<file path="config.mk">
export PLATFORM = sky130hd
export DESIGN_NAME = fft_out_stream_sink
export DESIGN_NICKNAME = d
export VERILOG_FILES = /design/src/rtl/fft_out_stream_sink.sv
export SDC_FILE = /design/constraint.sdc
export NUM_CORES = 1
export LEC_CHECK = 0
export ABC_AREA = 0
export CELL_PAD_IN_SITES_DETAIL_PLACEMENT = 1
export CELL_PAD_IN_SITES_GLOBAL_PLACEMENT = 1
export CORE_ASPECT_RATIO = 1.75
export CORE_MARGIN = 3
export CORE_UTILIZATION = 54
export CTS_CLUSTER_DIAMETER = 60
export DETAILED_ROUTE_END_ITERATION = 10
export GPL_TIMING_DRIVEN = 0
export PLACE_DENSITY_LB_ADDON = 0.1
export SYNTH_ARGS = -nofsm -noshare
export SYNTH_HDL_FRONTEND = slang
export SYNTH_SLANG_ARGS = --single-unit
</file>
<file path="constraint.sdc">
create_clock -name i_aclk -period 7.2 [get_ports i_aclk]
set_clock_uncertainty 0.05 [all_clocks]
set_input_delay 0.72 -clock i_aclk [delete_from_list [all_inputs] [get_ports i_aclk]]
set_output_delay 0.72 -clock i_aclk [all_outputs]
set_load 0.005 [all_outputs]
</file>
<file path="src/rtl/fft_out_stream_sink.sv">
`default_nettype none
// ============================================================================
// Module  : fft_out_stream_sink
// Brief   : FFT result stream sink: denormalises block-floating-point beats,
//           checks frame integrity and buffers results in a FWFT FIFO.
// Revision: 1.0
// ============================================================================

module fft_out_stream_sink #(
    parameter int LOGS_FFT_LEN  = 13,
    parameter int OUTPUT_WIDTH  = 10,
    parameter int DATAOUT_WIDTH = 16,
    parameter int USER_WIDTH    = 24,
    parameter int OUT_WIDTH     = 24,
    parameter int FIFO_AW       = 4
) (
    input  logic                       i_aclk,
    input  logic                       i_areset,
    input  logic                       i_axi4s_data_tvalid,
    input  logic [2*DATAOUT_WIDTH-1:0] i_axi4s_data_tdata,
    input  logic                       i_axi4s_data_tlast,
    input  logic [USER_WIDTH-1:0]      i_axi4s_data_tuser,
    output logic                       o_m_tvalid,
    input  logic                       i_m_tready,
    output logic [2*OUT_WIDTH-1:0]     o_m_tdata,
    output logic                       o_m_tlast,
    output logic [LOGS_FFT_LEN:0]      o_m_tuser,
    input  logic                       i_err_clr,
    output logic [3:0]                 o_err,
    output logic                       o_sat,
    output logic [15:0]                o_frame_cnt
);
    localparam int                    c_MAX_SHIFT = OUT_WIDTH - OUTPUT_WIDTH;
    localparam int                    c_DEPTH     = 1 << FIFO_AW;
    localparam int                    c_ENTRY_W   = 2*OUT_WIDTH + LOGS_FFT_LEN + 2;
    localparam logic [FIFO_AW:0]      c_FULL_CNT  = (FIFO_AW+1)'(c_DEPTH);
    localparam logic [LOGS_FFT_LEN-1:0] c_LAST_IDX = '1;

    function automatic logic [OUT_WIDTH-1:0] f_denorm(
        input logic [OUTPUT_WIDTH-1:0] comp,
        input logic [7:0]              sh
    );
        logic [OUT_WIDTH-1:0] ext;
        logic [OUT_WIDTH-1:0] res;
        ext = OUT_WIDTH'($signed(comp));
        if (int'(sh) > c_MAX_SHIFT) begin
            if (comp == '0)                 res = '0;
            else if (comp[OUTPUT_WIDTH-1])  res = {1'b1, {(OUT_WIDTH-1){1'b0}}};
            else                            res = {1'b0, {(OUT_WIDTH-1){1'b1}}};
        end else begin
            res = ext << sh;
        end
        return res;
    endfunction

    // S1: raw unpacked beat
    logic                    r_s1_valid, r_s1_last;
    logic [OUTPUT_WIDTH-1:0] r_s1_re, r_s1_im;
    logic [LOGS_FFT_LEN-1:0] r_s1_idx;
    logic [7:0]              r_s1_exp;

    always_ff @(posedge i_aclk) begin
        if (i_areset) begin
            r_s1_valid <= 1'b0;
            r_s1_last  <= 1'b0;
            r_s1_re    <= '0;
            r_s1_im    <= '0;
            r_s1_idx   <= '0;
            r_s1_exp   <= '0;
        end else begin
            r_s1_valid <= i_axi4s_data_tvalid;
            r_s1_last  <= i_axi4s_data_tlast;
            r_s1_re    <= i_axi4s_data_tdata[OUTPUT_WIDTH-1:0];
            r_s1_im    <= i_axi4s_data_tdata[DATAOUT_WIDTH +: OUTPUT_WIDTH];
            r_s1_idx   <= i_axi4s_data_tuser[LOGS_FFT_LEN-1:0];
            r_s1_exp   <= i_axi4s_data_tuser[USER_WIDTH-1 -: 8];
        end
    end

    // S2: denormalised beat, checked and written to the FIFO on the next edge
    logic                    r_s2_valid, r_s2_last, r_s2_sat;
    logic [OUT_WIDTH-1:0]    r_s2_re, r_s2_im;
    logic [LOGS_FFT_LEN-1:0] r_s2_idx;
    logic [7:0]              r_s2_exp;

    always_ff @(posedge i_aclk) begin
        if (i_areset) begin
            r_s2_valid <= 1'b0;
            r_s2_last  <= 1'b0;
            r_s2_sat   <= 1'b0;
            r_s2_re    <= '0;
            r_s2_im    <= '0;
            r_s2_idx   <= '0;
            r_s2_exp   <= '0;
        end else begin
            r_s2_valid <= r_s1_valid;
            r_s2_last  <= r_s1_last;
            r_s2_sat   <= int'(r_s1_exp) > c_MAX_SHIFT;
            r_s2_re    <= f_denorm(r_s1_re, r_s1_exp);
            r_s2_im    <= f_denorm(r_s1_im, r_s1_exp);
            r_s2_idx   <= r_s1_idx;
            r_s2_exp   <= r_s1_exp;
        end
    end

    logic [LOGS_FFT_LEN-1:0] r_exp_idx;
    logic [7:0]              r_blk_exp;
    logic                    r_exp_vld, r_frame_bad, r_sat;
    logic [3:0]              r_err;
    logic [15:0]             r_frame_cnt;
    logic [FIFO_AW-1:0]      r_wr_ptr, r_rd_ptr;
    logic [FIFO_AW:0]        r_count;
    logic [c_ENTRY_W-1:0]    r_mem [c_DEPTH];

    logic w_idx_err, w_last_err, w_exp_err, w_full, w_rd, w_wr, w_drop, w_beat_bad;
    logic [3:0]           w_err_evt;
    logic [c_ENTRY_W-1:0] w_rd_entry;

    assign w_idx_err  = r_s2_idx != r_exp_idx;
    assign w_last_err = r_s2_last != (r_exp_idx == c_LAST_IDX);
    assign w_exp_err  = r_exp_vld && (r_s2_idx != '0) && (r_s2_exp != r_blk_exp);
    assign w_full     = r_count == c_FULL_CNT;
    assign w_rd       = o_m_tvalid && i_m_tready;
    // A read in the same cycle frees a slot, so a full FIFO still accepts
    assign w_wr       = r_s2_valid && (!w_full || w_rd);
    assign w_drop     = r_s2_valid && !w_wr;
    assign w_beat_bad = r_frame_bad | w_idx_err | w_last_err | w_exp_err | w_drop;
    assign w_err_evt  = r_s2_valid ? {w_drop, w_exp_err, w_last_err, w_idx_err} : 4'b0000;

    always_ff @(posedge i_aclk) begin
        if (i_areset) begin
            r_exp_idx   <= '0;
            r_blk_exp   <= '0;
            r_exp_vld   <= 1'b0;
            r_frame_bad <= 1'b0;
            r_err       <= '0;
            r_sat       <= 1'b0;
            r_frame_cnt <= '0;
        end else begin
            r_err <= (i_err_clr ? 4'b0000 : r_err) | w_err_evt;
            r_sat <= (i_err_clr ? 1'b0 : r_sat) | (r_s2_valid & r_s2_sat);
            if (r_s2_valid) begin
                // Normal advance and resync after a skip both land on index+1
                r_exp_idx   <= r_s2_idx + 1'b1;
                r_frame_bad <= r_s2_last ? 1'b0 : w_beat_bad;
                if (r_s2_idx == '0) begin
                    r_blk_exp <= r_s2_exp;
                    r_exp_vld <= 1'b1;
                end
                if (r_s2_last) begin
                    r_frame_cnt <= r_frame_cnt + 16'd1;
                end
            end
        end
    end

    always_ff @(posedge i_aclk) begin
        if (w_wr) begin
            r_mem[r_wr_ptr] <= {r_s2_im, r_s2_re, r_s2_last, w_beat_bad, r_s2_idx};
        end
    end

    always_ff @(posedge i_aclk) begin
        if (i_areset) begin
            r_wr_ptr <= '0;
            r_rd_ptr <= '0;
            r_count  <= '0;
        end else begin
            if (w_wr) r_wr_ptr <= r_wr_ptr + 1'b1;
            if (w_rd) r_rd_ptr <= r_rd_ptr + 1'b1;
            case ({w_wr, w_rd})
                2'b10:   r_count <= r_count + 1'b1;
                2'b01:   r_count <= r_count - 1'b1;
                default: r_count <= r_count;
            endcase
        end
    end

    // Outputs are gated so an empty FIFO presents zeros, not stale memory
    assign w_rd_entry  = r_mem[r_rd_ptr];
    assign o_m_tvalid  = r_count != '0;
    assign o_m_tdata   = o_m_tvalid ? w_rd_entry[c_ENTRY_W-1 -: 2*OUT_WIDTH] : '0;
    assign o_m_tlast   = o_m_tvalid ? w_rd_entry[LOGS_FFT_LEN+1] : 1'b0;
    assign o_m_tuser   = o_m_tvalid ? w_rd_entry[LOGS_FFT_LEN:0] : '0;
    assign o_err       = r_err;
    assign o_sat       = r_sat;
    assign o_frame_cnt = r_frame_cnt;

    logic w_unused_bits;
    assign w_unused_bits = ^{i_axi4s_data_tdata[DATAOUT_WIDTH-1:OUTPUT_WIDTH],
                             i_axi4s_data_tdata[2*DATAOUT_WIDTH-1:DATAOUT_WIDTH+OUTPUT_WIDTH],
                             i_axi4s_data_tuser[USER_WIDTH-9:LOGS_FFT_LEN]};

endmodule

`default_nettype wire

</file>
==> metrics.txt, run 1 <==
CTS Hold Bufs=0; global route overflow=0; dpl hpwl=83.6 mm; Hold Violations, Final=0; CTS Buf Count=just over 100; R2R Path Start=r_s2_valid$_SDFF_PP0_; # diodes=0; flops & latches, synth=around 1200; Psw=4.10 mW; CTS resizes=0; TritonCTS clock tree=yes; status=finished clean; die width=around 230 um; CP max FO=10; Finished Layout Cells=between 3000 and 4000; Yosys cell types=52; WS Path Type=flip-flop to primary output; hold_sp=r_s1_idx[4]$_SDFF_PP0_; Root Buffer=clkbuf_16; DRC viols=0; final setup fails=0; dominant synthesized flop cell=edfxtp_1; # rows=140; Ports=approximately 150; Synth area leaders=edfxtp_1 (66%), mux4_2 (16%), dfxtp_1 (7.7%); Cells after DPL=between 3000 and 4000; Max Freq=about 180 MHz; max_cap viols=0; WP data required=between 6 and 7 ns; asr flop ratio synth=0%; Die Y-Extent=390 um; CORE AREA=83400 um2; unrepaired setup endpoints after global routing=false; worst min-delay path class=flip-flop to flip-flop; initial antenna violation count=4; routed vias/inst=roughly 6.3; PwrDens=between 300 and 400 nW/um2; share of cells above drive strength 1=approximately 23%; worst vdd ir=between 0.2 and 0.3 mV; Reg2Reg Setup Slack=between 3 and 4 ns; Post-Syn Nets=~2300; first-pass GRT wire length=about 180 mm; port bufs=approximately 130; TritonRoute pass-1 iters=7; CP Data Arrival Time=~4.7 ns; synthesized cell area=roughly 46000 um2; reg2reg end=r_mem[2][50]$_DFFE_PP_; DR iter-0 viols=2433; sw frac=25.1%; RePlAce Congestion=about 0.93; final WL=125 mm; H-tree levels=3; CP Capture Type=primary output; clock power share=approximately a third; Fin Setup TNS=0 ns; Ys Warns=0; Worst Max-Slew Pin Slew=1.27 ns; count leader, synth=edfxtp_1; GRT Total Usage=between 20 and 30%; Synth top cells by count=edfxtp_1 (1008), mux4_2 (316), dfxtp_1 (176), nor2_1 (92), clkbuf_1 (73); sequential cell area fraction in the yosys report=74.2%; clk sink count=about 1200; Clock Latency Late Sink=~0.7 ns; post-route clock period utilization=~77%; setup bufs post-CTS=0; Slew Limit Fails=0; Avg Inst Size Synth=about 20 um2; pin count of the biggest net entering global routing=24; post-synthesis instance total=roughly 2300; relative slew slack=about 15%; Wirelength per Cell=between 30 and 40 um; vias in the first global route=roughly 26000; hold depth=1; Starting Density=54.6%; number of synthesized flops with an enable pin=just over 1000; reg2reg path depth=7; hold_ws=~0.38 ns; full die area=88000 um2; nature of the critical path startpoint=flip-flop; Pleak=about 17 nW; Clock transition at path regs=around 0.060 ns; Post-DRT Antenna Nets=0; final core utilization=63.4%; Clock Tree Buf Depth=3; crit path time final=approximately 5.5 ns; Layout area overhead=16.0%; hold endpoint=r_s2_idx[4]$_SDFF_PP0_; top cell type's share of synthesized area=between 60% and 70%; Final nets=about 2600; Combinational Power Share=18.4%; Vias=approximately 24000; Reg power frac=between 40 and 50%; Yosys top cell by area=edfxtp_1; Internal Power=12.3 mW
[cells in the final DEF (no fill, tap or decap), types with 8 or more instances in the layout]
master and n:
buf_6 48, xor2_1 26, clkinv_2 16, buf_2 20
nor2_4 12, nand3_1 21, edfxtp_1 1008, xnor2_1 25
a211oi_1 17, buf_1 14, nor4_1 8, mux2i_1 34
buf_12 30, nor2b_1 70, a21o_1 13, a21oi_1 33
and2_1 67, clkbuf_8 12, ha_1 11, dfxtp_1 176
clkinv_1 12, clkdlybuf4s50_1 131, nand2_1 58, nand4_1 10
mux2_2 11, a31oi_1 11, clkbuf_1 93, inv_1 17
o21ai_1 9, nor2_1 80, o21ai_0 24, mux4_2 316
or3_1 8, clkbuf_16 110, nor3_1 13
[worst max-delay path by stage]
stage                    start                endpoint  slack, ns  cells after the start
global placement    i_m_tready  r_mem[0][52]$_DFFE_PP_      -6.00                      5
detailed placement   flip-flop               o_m_tlast       2.41                      7
floorplan           i_m_tready   r_mem[3][0]$_DFFE_PP_       0.86                      4
CTS                  flip-flop               o_m_tlast       1.65                      7
global route         flip-flop            o_m_tdata[3]       1.63                      7
finish               flip-flop            o_m_tdata[3]       1.69                      7
[registers in the layout, indices dropped and copies added (netlist names), 10 cells and up, named ones only]
name and count:
r_mem 1008, r_s2_im 24, r_s2_re 24, o_frame_cnt 16, r_exp_idx 13, r_s1_idx 13, r_s2_idx 13, r_s1_im 10
r_s1_re 10
[worst max-delay path, stage by stage (launching register included)]
cell and delay, ns:
dfxtp_1 0.30, buf_2 0.34, clkbuf_1 0.87, clkbuf_1 0.84
mux4_2 0.46, mux4_2 0.55, and2_1 0.21, clkdlybuf4s50_1 0.47
[logic make-up after synthesis]
family / synth area share [%]
AND/OR/NAND/NOR: 4.26
adder cells (fa/ha/maj): 0.346
multiplexers: 16.6
buffers and inverters: 1.57
AO/OA/AOI/OAI: 1.99
flip-flops: 74.2
XOR/XNOR: 0.981
[through the flow]
| stage | instance area [um2] | setup slack (ns) | total power, mW |
|---|---|---|---|
| after floorplan | 45500 | 0.860 | 9.53 |
| after global placement | 48200 | -6.00 | 10.8 |
| after detailed placement | 49400 | 2.41 | 10.9 |
| after CTS | 52800 | 1.65 | 16.5 |
| after global routing | 52800 | 1.63 | 16.9 |
| final | 52800 | 1.69 | 16.4 |
[power groups by stage]
stage | clock (mW) | sequential, mW | combinational [mW]
after floorplan | 0 | 7.83 | 1.71
after global placement | 0 | 7.88 | 2.97
after detailed placement | 0 | 7.90 | 3.05
after CTS | 5.68 | 7.75 | 3.07
after global routing | 5.95 | 7.77 | 3.20
final | 5.60 | 7.75 | 3.01
[layer usage]
| layer | share of wire (%) | track usage, % | vias to the layer above |
|---|---|---|---|
| met5 | 0.010 | 0 | - |
| met4 | 2.6 | 8.42 | 2 |
| met3 | 5.0 | 3.84 | 193 |
| met2 | 55 | 53.7 | 892 |
| met1 | 37 | 35.9 | 12700 |
| li1 | - | - | 9753 |
[layout make-up]
class,count,area [um2]
timing repair buffer,199,2420
clock buffer,144,3010
sequential,1184,33800
inverter,17,63.8
multi-input combinational,939,11100
fill,6927,30600
tap,1065,1330
clock inverter,47,412
buffer,127,652
Power figures use the tool's default switching activity.
==> run 2: changes to the inputs <==
- clock period: 7.2 -> 5.7 ns (I/O delays scaled with it)
==> metrics.txt, run 2 (synthesis gave the netlist of run 1 again) <==
RePlAce Congestion=between 0.9 and 1; Pleak=16.8 nW; global route overflow=0; Combinational Power Share=between 10% and 20%; nature of the critical path startpoint=flip-flop; DR iter-0 viols=around 2500; post-route clock period utilization=roughly 96%; Layout area overhead=16.3%; sw frac=between 20% and 30%; max_cap viols=0; status=finished clean; CTS resizes=0; full die area=88000 um2; clock power share=approximately a third; Wirelength per Cell=approximately 33 um; Clock transition at path regs=~0.070 ns; CTS Buf Count=102; unrepaired setup endpoints after global routing=false; Biggest register=r_mem; first-pass GRT wire length=around 180 mm; max FFs per register=just over 1000; PwrDens=390 nW/um2; CTS Hold Bufs=0; most frequent cells in the layout=edfxtp_1 (1008), mux4_2 (316), dfxtp_1 (176); Fin Setup TNS=0 ns; fill cell count=6912; # rows=140; Worst Max-Slew Pin Slew=around 1.2 ns; pin count of the biggest net entering global routing=24; share of cells above drive strength 1=a little under a quarter; worst vdd ir=0.264 mV; clk sink count=1184; CP Capture Type=primary output; # diodes=0; crit path time final=5.46 ns; Pwr Total=20.6 mW; Max Freq=between 150 and 200 MHz; final WL=around 120 mm; worst min-delay path class=input port to flip-flop; Slew Limit Fails=0; die width=about 230 um; TritonCTS clock tree=yes; Post-DRT Antenna Nets=0; final instance area=around 53000 um2; Vias=approximately 24000; Reg area=approximately 34000 um2; Clock Tree Buf Depth=3; Psw=~5.2 mW; initial antenna violation count=1; routed vias/inst=6.37; Clock Latency Late Sink=between 0.6 and 0.7 ns; final setup fails=0; placed cell areas=about 50000 um2; Hold Violations, Final=0; Die Y-Extent=about 390 um; Root Buffer=clkbuf_16; port bufs=~130; H-tree levels=3; CORE AREA=between 80000 and 90000 um2; CP max FO=10; biggest regs=r_mem (1008), r_s2_im (24), r_s2_re (24); DRC viols=0; hold_ws=roughly 0.38 ns; area of the multi-input gates=11200 um2; commonest non-fill, non-tap cell in the layout=edfxtp_1; final core utilization=between 60% and 70%; Final nets=2636; WP data required=~5.1 ns; WS Path Type=flip-flop to primary output; Starting Density=between 50% and 60%; TritonRoute pass-1 iters=5; Reg power frac=about 47%; relative slew slack=approximately a fifth; CP Data Arrival Time=about 4.8 ns; Ports=147; vias in the first global route=25500; setup bufs post-CTS=0; Internal Power=between 15 and 20 mW; GRT Total Usage=28.8%; dpl hpwl=~83 mm
==> run 2: changes by cell type in the layout (fill, tap and decap cells not counted), sizes merged <==
cell and change:
bufinv +6, clkbuf -19, clkinvlp +4, inv -5
clkinv +12, buf -8
==> run 2: metal layers <==
layer / GRT usage (%) / part of all wire, %
met1: 35.6 / 36
met2: 52.4 / 55
met3: 3.73 / 5.6
met4: 9.82 / 3.3
met5: 0 / 0
==> run 2: path summary, 6_finish.rpt <==
kind	startpoint	end	slack, ns	cells past startpoint
setup / recovery	flip-flop	o_m_tlast	0.24	7
hold / removal	i_axi4s_data_tvalid	r_s1_valid$_SDFF_PP0_	0.38	2
setup reg to reg	r_s2_idx[2]$_SDFF_PP0_	r_frame_bad$_SDFFE_PP0P_	2.16	7
hold reg to reg	r_s1_idx[0]$_SDFF_PP0_	r_s2_idx[0]$_SDFF_PP0_	0.39	1
==> run 2: stage by stage <==
stage / cells / setup WS (ns)
2_1_floorplan: 2267 / 1.20
3_3_place_gp: 3463 / -3.66
3_5_place_dp: 3523 / 0.951
4_1_cts: 3712 / 0.105
5_1_grt: 3712 / 0.153
6_report: 3712 / 0.236
==> run 2: critical path, stage by stage (launching register included) <==
cell,delay [ns]
dfxtp_1,0.32
buf_2,0.38
clkbuf_1,0.83
clkbuf_1,0.94
mux4_2,0.45
mux4_2,0.49
and2_1,0.22
clkdlybuf4s50_1,0.51
==> run 2: power by group through the flow <==
stage	clock network, mW	registers [mW]	logic [mW]
3_3_place_gp	0	9.94	3.75
4_1_cts	7.16	9.78	3.88
6_report	7.05	9.79	3.80
5_1_grt	7.49	9.81	4.04
2_1_floorplan	0	9.88	2.16
3_5_place_dp	0	9.97	3.85
==> run 2: layout make-up <==
type / instances / share of cell area (%)
Buffer: 127 / 1.23
Clock buffer: 125 / 5.12
Clock inverter: 64 / 1.22
Inverter: 17 / 0.121
Multi-Input combinational cell: 939 / 21.1
Sequential cell: 1184 / 63.8
Tap cell: 1065 / 2.52
Timing Repair Buffer: 191 / 4.89
==> run 3: changes to the inputs <==
- CORE_UTILIZATION: 54 -> 40
- PLACE_DENSITY: unset -> 0.68
- PLACE_DENSITY_LB_ADDON: 0.1 -> unset
==> metrics.txt, run 3 (synthesis gave the netlist of run 1 again) <==
status=finished clean; Wirelength per Cell=around 30 um; routed vias/inst=about 5.6; setup bufs post-CTS=0; reg2reg path depth=7; Worst Setup Slack, final=0.321 ns; Root Buffer=clkbuf_16; biggest regs=r_mem (1008), r_s2_im (24), r_s2_re (24); Max Freq=roughly 190 MHz; dpl hpwl=84.2 mm; first-pass GRT wire length=roughly 180 mm; CP cell instances=buf_2, clkbuf_1, clkbuf_1, mux4_2, mux4_2, and2_1, clkdlybuf4s50_1; Reg area=between 30000 and 40000 um2; Post-DRT Antenna Nets=0; Slowest cell on crit path=clkbuf_1; TritonCTS clock tree=yes; met2 GRT Util=about 40%; Die Y-Extent=between 400 and 500 um; CP Capture Type=primary output; R2R Path Start=r_s2_valid$_SDFF_PP0_; die width=around 260 um; WP data required=just over 5 ns; final instance area=53600 um2; global route overflow=0; Clock transition at path regs=0.06 ns; pre-CTS WS=roughly 1.1 ns; CP max FO=10; initial antenna violation count=7; post-route clock period utilization=94.4%; Biggest register=r_mem; clk sink count=about 1200; # rows=~160; Clock Latency Late Sink=0.70 ns; fill cell count=between 10000 and 15000; Crit path max-delay family=buffers and inverters; stages on the worst setup path=7; Ports=147; DRC viols=0; reg2reg end=r_mem[12][3]$_DFFE_PP_; crit path time final=~5.4 ns; most frequent cells in the layout=edfxtp_1 (1008), mux4_2 (316), dfxtp_1 (176); CTS Hold Bufs=0; port bufs=approximately 130; nature of the critical path startpoint=flip-flop; CP Data Arrival Time=between 4 and 5 ns; Fin Setup TNS=0 ns; WP buf/inv=4; final core utilization=between 40% and 50%; Pleak=approximately 17 nW; grt met3 use=slightly above 3%; Hold Violations, Final=0; pin count of the biggest net entering global routing=24; CORE AREA=113000 um2; final setup fails=0; max FFs per register=between 1000 and 1500; Layout area overhead=17.8%; Final nets=between 2000 and 3000; Vias=about 23000; Slew Limit Fails=0; delay of the slowest cell on the worst path=0.89 ns; H-tree levels=3; max_cap viols=0; RePlAce Congestion=about 0.92; WS Path Type=flip-flop to primary output; final WL=about 120 mm; Reg2Reg Setup Slack=2.37 ns; CTS resizes=0; Critical Path Sink=o_m_tdata[47]; worst min-delay path class=input port to flip-flop; commonest non-fill, non-tap cell in the layout=edfxtp_1; Worst Max-Slew Pin Slew=between 1 and 1.5 ns; TritonRoute pass-1 iters=5; relative slew slack=16.3%; area of the multi-input gates=approximately 11000 um2; unrepaired setup endpoints after global routing=false; full die area=roughly 120000 um2; Starting Density=between 40 and 50%; Clock Tree Buf Depth=3; DR iter-0 viols=approximately 2100; placed cell areas=~50000 um2; share of cells above drive strength 1=22.9%; met1 Track Usage GR=about a quarter; CTS Buf Count=100; GRT Max-Usage Layer=met2; vias in the first global route=25600; worst vdd ir=approximately 0.29 mV; PwrDens=just under 400 nW/um2; GRT Total Usage=between 20% and 30%
-- run 3: through the flow --
step           hold slack (ns)  power [mW]  cells
6_report                 0.368        20.7   4133
5_1_grt                  0.355        21.4   4130
4_1_cts                  0.327        20.9   4130
3_5_place_dp             0.377        13.9   3943
3_3_place_gp             0.370        13.8   3883
2_1_floorplan            0.364        12.0   2267
-- run 3: how the worst min path moves through the flow --
stage | startpoint | end | cells after the start
after global placement | r_s1_idx[7]$_SDFF_PP0_ | r_s2_idx[7]$_SDFF_PP0_ | 1
after detailed placement | r_s1_idx[8]$_SDFF_PP0_ | r_s2_idx[8]$_SDFF_PP0_ | 1
after floorplan | r_s1_idx[0]$_SDFF_PP0_ | r_s2_idx[0]$_SDFF_PP0_ | 1
after global routing | i_axi4s_data_tuser[1] | r_s1_idx[1]$_SDFF_PP0_ | 2
final | i_axi4s_data_tuser[3] | r_s1_idx[3]$_SDFF_PP0_ | 2
after CTS | i_axi4s_data_tuser[3] | r_s1_idx[3]$_SDFF_PP0_ | 2
-- run 3: final cells by class --
| cell class | instances | share of cell area (%) |
|---|---|---|
| Sequential cell | 1184 | 63.0 |
| Multi-Input combinational cell | 939 | 20.8 |
| Clock buffer | 141 | 5.45 |
| Timing Repair Buffer | 191 | 5.03 |
| Tap cell | 1485 | 3.46 |
| Buffer | 127 | 1.22 |
| Clock inverter | 46 | 0.898 |
| Inverter | 17 | 0.119 |
| Antenna cell | 3 | 0.0140 |
-- run 3: worst reg2reg max path: stages (launching register included) --
cell,delay (ns)
dfxtp_1,0.43
inv_1,0.14
a21oi_1,0.61
nand2_1,0.43
nor2_4,0.60
buf_16,0.24
buf_12,0.21
buf_12,0.26
-- run 3: per-layer routing --
metal,part of all wire [%],routed length [um],up-vias
met5,0.018,23,-
met4,3.0,3740,4
met3,4.8,6040,184
met2,54,67700,790
met1,38,47400,12400
li1,-,-,9733
-- run 3: power by group --
group          internal [mW]  switching [mW]
Clock                   3.92            3.14
Combinational           1.95            1.87
Sequential              9.57           0.214
Total                   15.4            5.22
